## src/rtl/simple_gan_dense_engine.sv

```systemverilog
// -----------------------------------------------------------------------------
// simple_gan_dense_engine
//
// Evaluates one fully connected Simple GAN layer by streaming weights and
// biases from a synchronous ROM (one-cycle read latency). For each output
// neuron j it accumulates sum_k x[k] * w[j*N_IN+k] (Q8.8 x Q1.7 -> Q9.15),
// rescales to Q8.8 with an arithmetic shift (floor), adds the Q8.8 bias and
// saturates to 16 bits. All outputs are published together with a one-cycle
// done pulse; y_out otherwise holds the previous layer result.
//
// Build option:
//   SIMPLE_GAN_DENSE_RELU_EN  defined     -> ReLU after saturation (hidden layers)
//                             not defined -> linear saturated output
//
// Ports:
//   clk     rising-edge clock
//   rst_n   asynchronous active-low reset
//   start   begin an evaluation (sampled only while idle)
//   x_in    N_IN Q8.8 signed inputs, element k at [16k+15:16k], captured at start
//   w_addr  weight ROM address, row-major j*N_IN+k
//   w_data  Q1.7 signed weight, valid one cycle after w_addr
//   b_addr  bias ROM address (current neuron j)
//   b_data  Q8.8 signed bias, valid one cycle after b_addr
//   busy    high from start acceptance until done
//   done    one-cycle pulse, y_out valid from this cycle
//   y_out   N_OUT Q8.8 signed outputs, element j at [16j+15:16j]
// -----------------------------------------------------------------------------
module simple_gan_dense_engine #(
  parameter int N_IN  = 9,
  parameter int N_OUT = 3,
  parameter int W_AW  = 5,
  parameter int B_AW  = 2
) (
  input  logic                  clk,
  input  logic                  rst_n,
  input  logic                  start,
  input  logic [16*N_IN-1:0]    x_in,
  output logic [W_AW-1:0]       w_addr,
  input  logic [7:0]            w_data,
  output logic [B_AW-1:0]       b_addr,
  input  logic [15:0]           b_data,
  output logic                  busy,
  output logic                  done,
  output logic [16*N_OUT-1:0]   y_out
);

  // k runs 0..N_IN: the extra step absorbs the ROM read latency.
  localparam int KW = $clog2(N_IN + 1);

  typedef enum logic [1:0] {IDLE, MAC, WB} state_t;

  state_t               state, state_nxt;
  logic [KW-1:0]        k;
  logic [B_AW-1:0]      j;
  logic signed [31:0]   acc;
  logic signed [15:0]   x_reg [N_IN];
  logic signed [15:0]   res   [N_OUT];

  logic                 last_k, last_j;
  logic [W_AW-1:0]      row_base;
  logic signed [15:0]   x_sel;
  logic signed [23:0]   prod;
  logic signed [32:0]   acc_sh, b_ext, wb_sum;
  logic signed [15:0]   r_sat, r_out;

  assign last_k   = (int'(k) == N_IN);
  assign last_j   = (int'(j) == N_OUT - 1);
  assign row_base = W_AW'(int'(j) * N_IN);
  assign busy     = (state != IDLE);

  // ---------------------------------------------------------------------------
  // FSM state register
  // ---------------------------------------------------------------------------
  always_ff @(posedge clk or negedge rst_n) begin
    if (!rst_n) state <= IDLE;
    else        state <= state_nxt;
  end

  // ---------------------------------------------------------------------------
  // Next state and ROM addresses
  // ---------------------------------------------------------------------------
  always_comb begin
    // NOTE: every output of a combinational block gets a default first, so no
    // path through the case can leave it unassigned and infer a latch.
    state_nxt = state;
    w_addr    = '0;
    b_addr    = '0;
    case (state)
      IDLE: begin
        if (start) state_nxt = MAC;
      end
      MAC: begin
        b_addr = j;
        // The final MAC step only consumes data, so the address holds.
        w_addr = last_k ? row_base + W_AW'(N_IN - 1) : row_base + W_AW'(k);
        if (last_k) state_nxt = WB;
      end
      WB: begin
        b_addr    = j;
        w_addr    = row_base + W_AW'(N_IN - 1);
        state_nxt = last_j ? IDLE : MAC;
      end
      default: state_nxt = IDLE;
    endcase
  end

  // ---------------------------------------------------------------------------
  // Arithmetic
  // ---------------------------------------------------------------------------
  always_comb begin
    // w_data arriving at step k belongs to the address issued at step k-1.
    x_sel = '0;
    for (int i = 0; i < N_IN; i++) begin
      if (int'(k) == i + 1) x_sel = x_reg[i];
    end
    prod = 24'(x_sel) * 24'($signed(w_data));

    // Q9.15 -> Q8.8 by dropping 7 fraction bits; arithmetic shift floors.
    acc_sh = {{8{acc[31]}}, acc[31:7]};
    b_ext  = {{17{b_data[15]}}, b_data};
    wb_sum = acc_sh + b_ext;

    if (wb_sum > 33'sd32767)       r_sat = 16'sh7FFF;
    else if (wb_sum < -33'sd32768) r_sat = 16'sh8000;
    else                           r_sat = wb_sum[15:0];

`ifdef SIMPLE_GAN_DENSE_RELU_EN
    r_out = r_sat[15] ? 16'sh0000 : r_sat;
`else
    r_out = r_sat;
`endif
  end

  // ---------------------------------------------------------------------------
  // Control/accumulator registers
  // ---------------------------------------------------------------------------
  always_ff @(posedge clk or negedge rst_n) begin
    if (!rst_n) begin
      acc   <= '0;
      j     <= '0;
      k     <= '0;
      done  <= 1'b0;
      y_out <= '0;
    end else begin
      done <= 1'b0;
      case (state)
        IDLE: begin
          if (start) begin
            j   <= '0;
            k   <= '0;
            acc <= '0;
          end
        end
        MAC: begin
          if (k != '0) acc <= acc + 32'(prod);
          if (!last_k) k <= k + KW'(1);
        end
        WB: begin
          acc <= '0;
          if (last_j) begin
            done <= 1'b1;
            // The last neuron's result is still on r_out this cycle.
            for (int i = 0; i < N_OUT; i++) begin
              y_out[16*i +: 16] <= (i == N_OUT - 1) ? r_out : res[i];
            end
          end else begin
            j <= j + B_AW'(1);
            k <= '0;
          end
        end
        default: ;
      endcase
    end
  end

  // ---------------------------------------------------------------------------
  // Operand and per-neuron result storage
  // ---------------------------------------------------------------------------
  // NOTE: these arrays are always written before they are read in a run, so
  // they carry no reset; y_out is the only architecturally visible copy.
  always_ff @(posedge clk) begin
    if (state == IDLE && start) begin
      for (int i = 0; i < N_IN; i++) x_reg[i] <= x_in[16*i +: 16];
    end
    if (state == WB) begin
      for (int i = 0; i < N_OUT; i++) begin
        if (int'(j) == i) res[i] <= r_out;
      end
    end
  end

endmodule

```

## config.mk

```make
export PLATFORM = sky130hd
export DESIGN_NAME = simple_gan_dense_engine
export DESIGN_NICKNAME = d
export VERILOG_FILES = /design/src/rtl/simple_gan_dense_engine.sv
export SDC_FILE = /design/constraint.sdc
export NUM_CORES = 1
export LEC_CHECK = 0
export ABC_AREA = 1
export BUFFER_PORTS_ARGS = -buffer_cell sky130_fd_sc_hd__buf_2
export CORE_UTILIZATION = 30
export DETAILED_ROUTE_END_ITERATION = 10
export PLACE_DENSITY_LB_ADDON = 0.25
export SLEW_MARGIN = 40
export SYNTH_ARGS = -nofsm -noshare
export SYNTH_HDL_FRONTEND = slang
export SYNTH_SLANG_ARGS = --single-unit
```

## constraint.sdc

```tcl
create_clock -name clk -period 6.33 [get_ports clk]
set_input_delay 0.633 -clock clk [delete_from_list [all_inputs] [get_ports clk]]
set_output_delay 0.633 -clock clk [all_outputs]
set_load 0.05 [all_outputs]
```

Word level (Yosys, flattened, before mapping). Memories as Yosys holds them, arrays and structs flattened. A register that Yosys moved wholly into a read port is not among the register bits. Cells that the tools add are included.

Register bits after elaboration: 89. Latch bits: 0. Bits in writable memories: 192. Memory bits (read-only): 0. Input port bits: 171. Word-level logic and storage cells: 98. Memories kept: 2.

Memory list: x_reg (words 9, width 16, rd ports 9, clocked after Yosys merged registers in 0, wr ports 9, RTL line 56) `logic signed [15:0] x_reg [N_IN];`; res (words 3, width 16, rd ports 2, clocked after Yosys merged registers in 2, wr ports 1, RTL line 57) `logic signed [15:0] res [N_OUT];`.

Add/subtract/negate cells: 6. Multiply operators: 2. Div/mod/pow operators: 0. Order comparisons: 2. Equal/unequal tests: 18. Shifts and indexed selects: 0. Multiplexer cells: 45. Bitwise logic cells: 0. Reductions and logical operators: 17.

Operator list (count): two-way mux 16 bit (13); one-hot mux 32 bit (3 select lines) (1); two-way mux 32 bit (2); adder 32 x 24 -> 32 bit (1); OR reduction 16 bit (2); adder 25 x 16 -> 26 bit (1); greater-than comparator 26 x 16 -> 1 bit (second input constant) (1); < comparator 26 x 16 -> 1 bit (second input constant) (1); equality test 4 bit (second input constant) (6); multiplier 16 x 8 -> 24 bit (1); two-way mux 1 bit (14); two-way mux 2 bit (7); two-way mux 4 bit (3); one-hot mux 4 bit (3 select lines) (1); inequality test 2 bit (second input constant) (5); one-hot mux 5 bit (2 select lines) (1); equality test 4 x 3 -> 1 bit (second input constant) (2); equality test 2 bit (second input constant) (3); one-hot mux 2 bit (3 select lines) (1); AND reduction 3 bit (2); adder 5 x 4 -> 5 bit (1); adder 5 x 4 -> 5 bit (second input constant) (1); multiplier 2 x 4 -> 5 bit (second input constant) (1); two-way mux 5 bit (1); other kinds (14) (18).

Logic depth before layout (Yosys ltp). Gate-level depths: netlist of run 1.

Depth in word-level cells: 14. Depth in mapped cells: 35. Gate-level depth less buffers: 33.

Least setup slack after synthesis of run 1. Ideal clock, no wire load.

Kind: register to register. From: reg k[0]. To: reg acc[26]. Setup time: 0.123 ns. Data arrival time: 6.745 ns. Data required time: 6.207 ns. Slack: -0.538 ns. Cell stages (with the launch flop): 31. Path buffers: 1. Period minus slack after synthesis: 6.868 ns. Cells stage by stage: dfrtp_1 > inv_1 > ha_1 > buf_2 > inv_2 > nor2_4 > nand2_1 > nand3_1 > o21ai_0 > nand3_1 > o211ai_1 > nand3_1 > o21ai_0 > nand2_1 > nand2_1 > nor2_1 > fa_1 > fa_1 > fa_1 > fa_1 > ha_1 > ha_1 > nand2_1 > nor4_1 > a21oi_1 > o21ai_0 > nand2_1 > nand2_1 > a21oi_1 > o21ai_0 > nand2_1.

Word-level cells in the longest chain between the ends: 14. Elaborated cells on any way between the ends: 25. Those cells by class: add/sub (1); mul (1); eq/ne (10); mux (11); reduce/logical (2).

Ends and longest elaborated chain: start, declared (RTL line 53) `logic [KW-1:0] k;`; start signal, assigned (RTL line 156) `if (!last_k) k <= k + KW'(1);`; equality test 4 x 2 -> 1 bit (RTL line 114) `if (int'(k) == i + 1) x_sel = x_reg[i];`; two-way mux 16 bit (9 in series) (RTL line 114); multiplier 16 x 8 -> 24 bit (RTL line 116) `prod = 24'(x_sel) * 24'($signed(w_data));`; adder 32 x 24 -> 32 bit (RTL line 155) `if (k != '0) acc <= acc + 32'(prod);`; two-way mux 32 bit (RTL line 155); one-hot mux 32 bit (3 select lines) (RTL line 146) `case (state)`; end signal, assigned (RTL line 155); end, declared (RTL line 55) `logic signed [31:0] acc;`.

Several ways; a longest one is shown, not always the timed one. The select of a mux whose other input is x is not followed. A chain may end at the register's enable or synchronous reset.

Worst setup path in the final report of run 1.
From: reg k[1]. To: reg acc[31].

Same word-level chain as after synthesis.

==> run summary, run 1 <==
Synth Register Bits: 265
Max stage delay on crit path: 0.55 ns
Ys flop type: edfxtp_1
Syn avg cell area: 9.22 sq um
Final setup slack of the worst path: 0.124 ns
Data arrival, critical path: 6.71 ns
DIE AREA: 64000 sq um
Multi-input combinational cell area: 11200 sq um
Pin slew with the least headroom to its limit: 0.936 ns
Die height: 253 um
GRT overflow: 0
FMAX: 161 MHz
EDFF count, synth: 176
Largest cells by area after synthesis: edfxtp_1 28%, fa_1 17%, dfrtp_1 12%, nand2_1 9.9%, ha_1 7.3%
Area share of xor/xnor cells in the synthesized design: 1.20%
CTS Buffer Depth: 3
First-pass GRT wire length: 85000 um
Final Skew: 0.0340 ns
Nature of the critical path startpoint: flop
DIE WIDTH: 253 um
I/O Pins: 228
Combinational family with the most area after synthesis: adder cells
Async SR Flop Fraction: 33.6%
Worst endpoint required time: 6.84 ns
GRT Overall Usage: 16.9%
Final Util: 39.8%
Buf/Inv on CP: 9
Post-synth design cell area: 18900 sq um
Simple-Gate Fraction of Synth Area: 20.5%
Fraction of layout cells with a size suffix above 1: 30.2%
Finished Layout Cells: 3313
Area grow syn2layout: 30.6%
Initial antenna violation count: 11
DP Wirelength: 43700 um
DP Cell Count: 3227
Post-synth top area share: 28.0%
RSZ-0062 raised after global routing: yes
Seq. cell area: 7510 sq um
Filler cell count in the final layout: 6222
Worst hold path type: in -> async
Synth Area in Adders: 24.4%
Wl on met1: 25000 um
Setup Viol. Count Final: 0
R2r setup slk: 0.12 ns
Mapped Nets: 2492
First drt pass iteration count: 6
Crit path time final: 6.21 ns
Max_slew headroom: 37.5%
Placement Setup Slack: -0.231 ns
Post-synthesis mux area share: 0%
Number of vias per cell: 4.59
Crit-path max FO: 7
Num CTS Buffers: 31
Worst reg-to-reg path cell count: 35
Part of the cycle the worst path needs: 98.0%
Worst-path clk slew: 0.06 ns
Maxcap violations: 0
Met2 WL: 25400 um
Family with the most delay on the worst path: adder cells
CP max-delay cell: fa_1
Post-Synthesis Cells: 2049
Row count: 91
# port buffers: 227
Max FFs per register: 144
Max Used Layer: met5
DRC viols: 0
Final Slew Violations: 0
Drt first-iter violations: 781
Latest clock arrival within the worst-skew pair: 0.61 ns
Sequential area share after synthesis: 39.7%
Leading area contributor after synthesis: edfxtp_1
Cell repeated most along the worst path: fa_1
Length of routed met3 wiring: 2320 um
Outcome: complete, no violations
CTS Root Cell: clkbuf_16
Number of cells on the critical path: 35
CTS tree: done
Critical R2R Launch: k[1]$_DFFE_PN0P_
Yosys cell types: 47
Clock H-tree levels: 1
Clock sinks: 265
Worst R2R End: acc[31]$_DFFE_PN0P_
Routability Congestion: 0.901
Via count: 15200
Detail Route Antenna Nets: 0
Synth Warn #: 0
Final layout net count: 2890
Most frequent cell after synthesis: nand2_1
Final WL: 54400 um
CP Class: reg -> reg
Vias in the first global route: 15700
Largest net degree at the start of global routing: 77
Crit path capture type: flop
Drt wl/cell: 16.4 um
Placeable core area: 61900 sq um
Synth Area in Compound Gates: 7.07%
Most common library cells after synthesis: 497 x nand2_1, 280 x inv_1, 176 x edfxtp_1
Initial Util: 30.5%
Final Hold Fails: 0
==> worst max path at each step <==
| stage | start | to |
|---|---|---|
| final | k[1]$_DFFE_PN0P_ | acc[31]$_DFFE_PN0P_ |
| after detailed placement | k[0]$_DFFE_PN0P_ | acc[27]$_DFFE_PN0P_ |
| after global placement | k[0]$_DFFE_PN0P_ | acc[30]$_DFFE_PN0P_ |
| after CTS | k[1]$_DFFE_PN0P_ | acc[27]$_DFFE_PN0P_ |
| after floorplan | k[0]$_DFFE_PN0P_ | acc[30]$_DFFE_PN0P_ |
| after global routing | k[1]$_DFFE_PN0P_ | acc[31]$_DFFE_PN0P_ |
==> per-stage QoR <==
step | TNS [ns] | instance area (sq um) | hold WS, ns
2_1_floorplan | 0 | 18900 | 0.337
3_3_place_gp | -1.50 | 22200 | 0.424
3_5_place_dp | -1.91 | 22200 | 0.425
4_1_cts | 0 | 23500 | 0.0628
5_1_grt | -1.35 | 24700 | 0.102
6_report | 0 | 24700 | 0.0610
==> cell type report <==
cell class	instances	area share, %
well taps	837	4.24
clock buffers	35	3.33
diodes	6	0.0609
inverters	292	4.49
flip-flops and latches	265	30.4
repair buffers	415	11.1
multi-input cells	1442	45.3
clock inverters	21	1.07
==> timing repair <==
action,in CTS,in global routing
gates resized for setup,40,223
buffers inserted,4,19
setup endpoints to repair,17,22
hold buffers,0,0
gates cloned,0,1
pin swaps,6,105
==> worst register-to-register path: cells and delay by family, from the launching register on <==
family          cells  cell delay (ns)
fa+ha+maj           7             2.82
compound gates      9             1.03
buf+inv             9             0.99
simple gates       10             0.83
flops               1             0.44
==> kinds of logic (layout without fill, tap and decap cells) <==
kind of cell	Yosys count	after routing
adder cells (fa/ha/maj)	272	272
AO/OA/AOI/OAI	241	241
buffers and inverters	342	763
other	0	6
flip-flops	265	265
XOR/XNOR	26	26
AND/OR/NAND/NOR	903	903
==> layer usage <==
metal	vias to the layer above	track usage, %
li1	7471	-
met1	7292	22.7
met2	343	27.7
met3	93	2.75
met4	10	5.63
met5	-	0
==> placed cells by master (no fill, tap or decap), types with 16 or more instances in the layout <==
master       n
fa_1       153
buf_2      226
nand2_1    462
edfxtp_1   176
dfrtp_1     89
clkbuf_16   32
nor2_1     137
nand4_1     31
o21ai_0     54
a21oi_2     29
o21ai_1     20
a21oi_1     63
inv_1      266
nand3_1     97
o211ai_1    18
nand2_2     58
xor2_1      16
nand3_2     18
ha_4        32
inv_2       21
nor2_2      36
ha_1        76
buf_4      169
or2_2       18
Power of run 1 is not shown: default switching activity piles up to over one toggle a cycle in this logic, so the estimate is an artifact.
==> run 2, diff against run 1 <==
--- a/config.mk
+++ b/config.mk
@@ -9,7 +9,6 @@
 export BUFFER_PORTS_ARGS = -buffer_cell sky130_fd_sc_hd__buf_2
 export CORE_UTILIZATION = 30
 export DETAILED_ROUTE_END_ITERATION = 10
-export PLACE_DENSITY_LB_ADDON = 0.25
 export SLEW_MARGIN = 40
 export SYNTH_ARGS = -nofsm -noshare
 export SYNTH_HDL_FRONTEND = slang
==> run 2 against run 1 <==
Net effect:
- register-to-register slack better by 0.09 ns
- non-clock buffer count up 2
- first-iteration DRC count up 25%
- sequential share of layout area up 0.13 points
- critical path type unchanged
==> run summary, run 2 (same netlist as run 1, synthesis figures left out) <==
GRT Overall Usage: 17.0% (was 16.9%)
Via count: 15400 (was 15200)
Initial Util: 30.5% (unchanged)
Worst-path clk slew: 0.06 ns (about the same)
DIE AREA: 64000 sq um (unchanged)
First-pass GRT wire length: 85500 um (was 85000 um)
Worst Setup SP: k[1]$_DFFE_PN0P_ (unchanged)
Final Skew: 0.0145 ns (was 0.0340 ns)
Die height: 253 um (unchanged)
Routability Congestion: 0.916 (was 0.901)
Latest clock arrival within the worst-skew pair: 0.57 ns (was 0.61 ns)
Initial antenna violation count: 12 (was 11)
RSZ-0062 raised after global routing: yes (unchanged)
Buf/Inv on CP: 10 (was 9)
Clock sinks: 265 (unchanged)
DP Cell Count: 3220 (was 3227)
Most common cell after layout, fill and taps aside: nand2_1 (unchanged)
Max FFs per register: 144 (unchanged)
CTS Root Cell: clkbuf_16 (unchanged)
Nature of the critical path startpoint: flop (unchanged)
Area grow syn2layout: 30.0% (was 30.6%)
Max stage delay on crit path: 0.60 ns (was 0.55 ns)
Worst hold path type: in -> async (unchanged)
CP max-delay cell: fa_2 (was fa_1)
Outcome: complete, no violations (unchanged)
Drt first-iter violations: 978 (was 781)
WHS: 0.0567 ns (was 0.0610 ns)
CTS tree: done (unchanged)
Worst endpoint required time: 6.77 ns (was 6.84 ns)
Setup Viol. Count Final: 0 (unchanged)
DIE WIDTH: 253 um (unchanged)
Crit-path max FO: 7 (unchanged)
CP Class: reg -> reg (unchanged)
Cell Area, Placed: 22200 sq um (about the same)
Final Slew Violations: 0 (unchanged)
Crit path capture type: flop (unchanged)
Most frequent cells in the layout: 473 x nand2_1, 269 x inv_1, 227 x buf_2 (was 462 x nand2_1, 266 x inv_1, 226 x buf_2)
Fraction of layout cells with a size suffix above 1: 29.4% (was 30.2%)
Num CTS Buffers: 29 (was 31)
Drt wl/cell: 16.6 um (was 16.4 um)
Maxcap violations: 0 (unchanged)
Family with the most delay on the worst path: adder cells (unchanged)
Placeable core area: 61900 sq um (unchanged)
Data arrival, critical path: 6.56 ns (was 6.71 ns)
Max_slew headroom: 48.4% (was 37.5%)
Detail Route Antenna Nets: 0 (unchanged)
Critical R2R Launch: k[1]$_DFFE_PN0P_ (unchanged)
GRT overflow: 0 (unchanged)
Number of vias per cell: 4.66 (was 4.59)
# port buffers: 227 (unchanged)
Fin area: 24600 sq um (was 24700 sq um)
Crit path time final: 6.12 ns (was 6.21 ns)
Cell repeated most along the worst path: nand2_1 (was fa_1)
Final WL: 54900 um (was 54400 um)
DP Wirelength: 44000 um (was 43700 um)
Setup TNS: 0 ns (unchanged)
CTS Buffer Depth: 3 (unchanged)
DRC viols: 0 (unchanged)
First drt pass iteration count: 7 (was 6)
Final layout net count: 2890 (unchanged)
Finished Layout Cells: 3315 (was 3313)
Pin slew with the least headroom to its limit: 0.773 ns (was 0.936 ns)
Largest net degree at the start of global routing: 74 (was 77)
Hold buffer count at cts: 0 (unchanged)
FMAX: 163 MHz (was 161 MHz)
Row count: 91 (unchanged)
Clock H-tree levels: 1 (unchanged)
I/O Pins: 228 (unchanged)
Final Hold Fails: 0 (unchanged)
Part of the cycle the worst path needs: 96.7% (was 98.0%)
Vias in the first global route: 15600 (was 15700)
run 2: worst paths after layout:
| kind | cells past startpoint | slack [ns] | endpoint |
|---|---|---|---|
| worst max-delay path | 36 | 0.21 | acc[31]$_DFFE_PN0P_ |
| worst min-delay path | 1 | 0.06 | y_out[6]$_DFFE_PN0P_ |
| worst max register to register | 36 | 0.21 | acc[31]$_DFFE_PN0P_ |
| worst min register to register | 2 | 0.44 | y_out[29]$_DFFE_PN0P_ |
| max in group asynchronous | 2 | 5.26 | y_out[35]$_DFFE_PN0P_ |
| min in group clk | 1 | 0.24 | x_reg[0][125]$_DFFE_PP_ |
run 2: per-stage QoR:
step	worst slack, ns	util [%]
2_1_floorplan	0.0365	-
3_3_place_gp	-0.251	35.8
3_5_place_dp	-0.274	35.8
4_1_cts	-0.00844	37.7
5_1_grt	-0.151	39.7
6_report	0.212	39.7
run 2: area by class of cell:
| cell class | count | area, sq um |
|---|---|---|
| sequential | 265 | 7510 |
| clock inverter | 15 | 169 |
| clock buffer | 38 | 791 |
| multi-input combinational | 1442 | 11200 |
| timing repair buffer | 417 | 2760 |
| tap | 837 | 1050 |
| inverter | 292 | 1110 |
| fill | 6145 | 37400 |
| antenna | 9 | 22.5 |
run 2: repair_timing:
action,in CTS,in global routing
setup buffers,3,27
pin swaps,11,106
endpoints found under the setup margin,15,22
hold endpoints to repair,0,0
cloned,0,3
resized for setup,48,193
run 2: per-layer routing:
layer  vias up  global-route usage (%)  share of wire, %
met4         6                    4.64               2.4
li1       7473                       -                 -
met5         -                       0             0.084
met1      7496                    22.7                45
met3        72                    2.61               4.8
met2       393                    28.4                48
Power of run 2 is left out for the same reason.
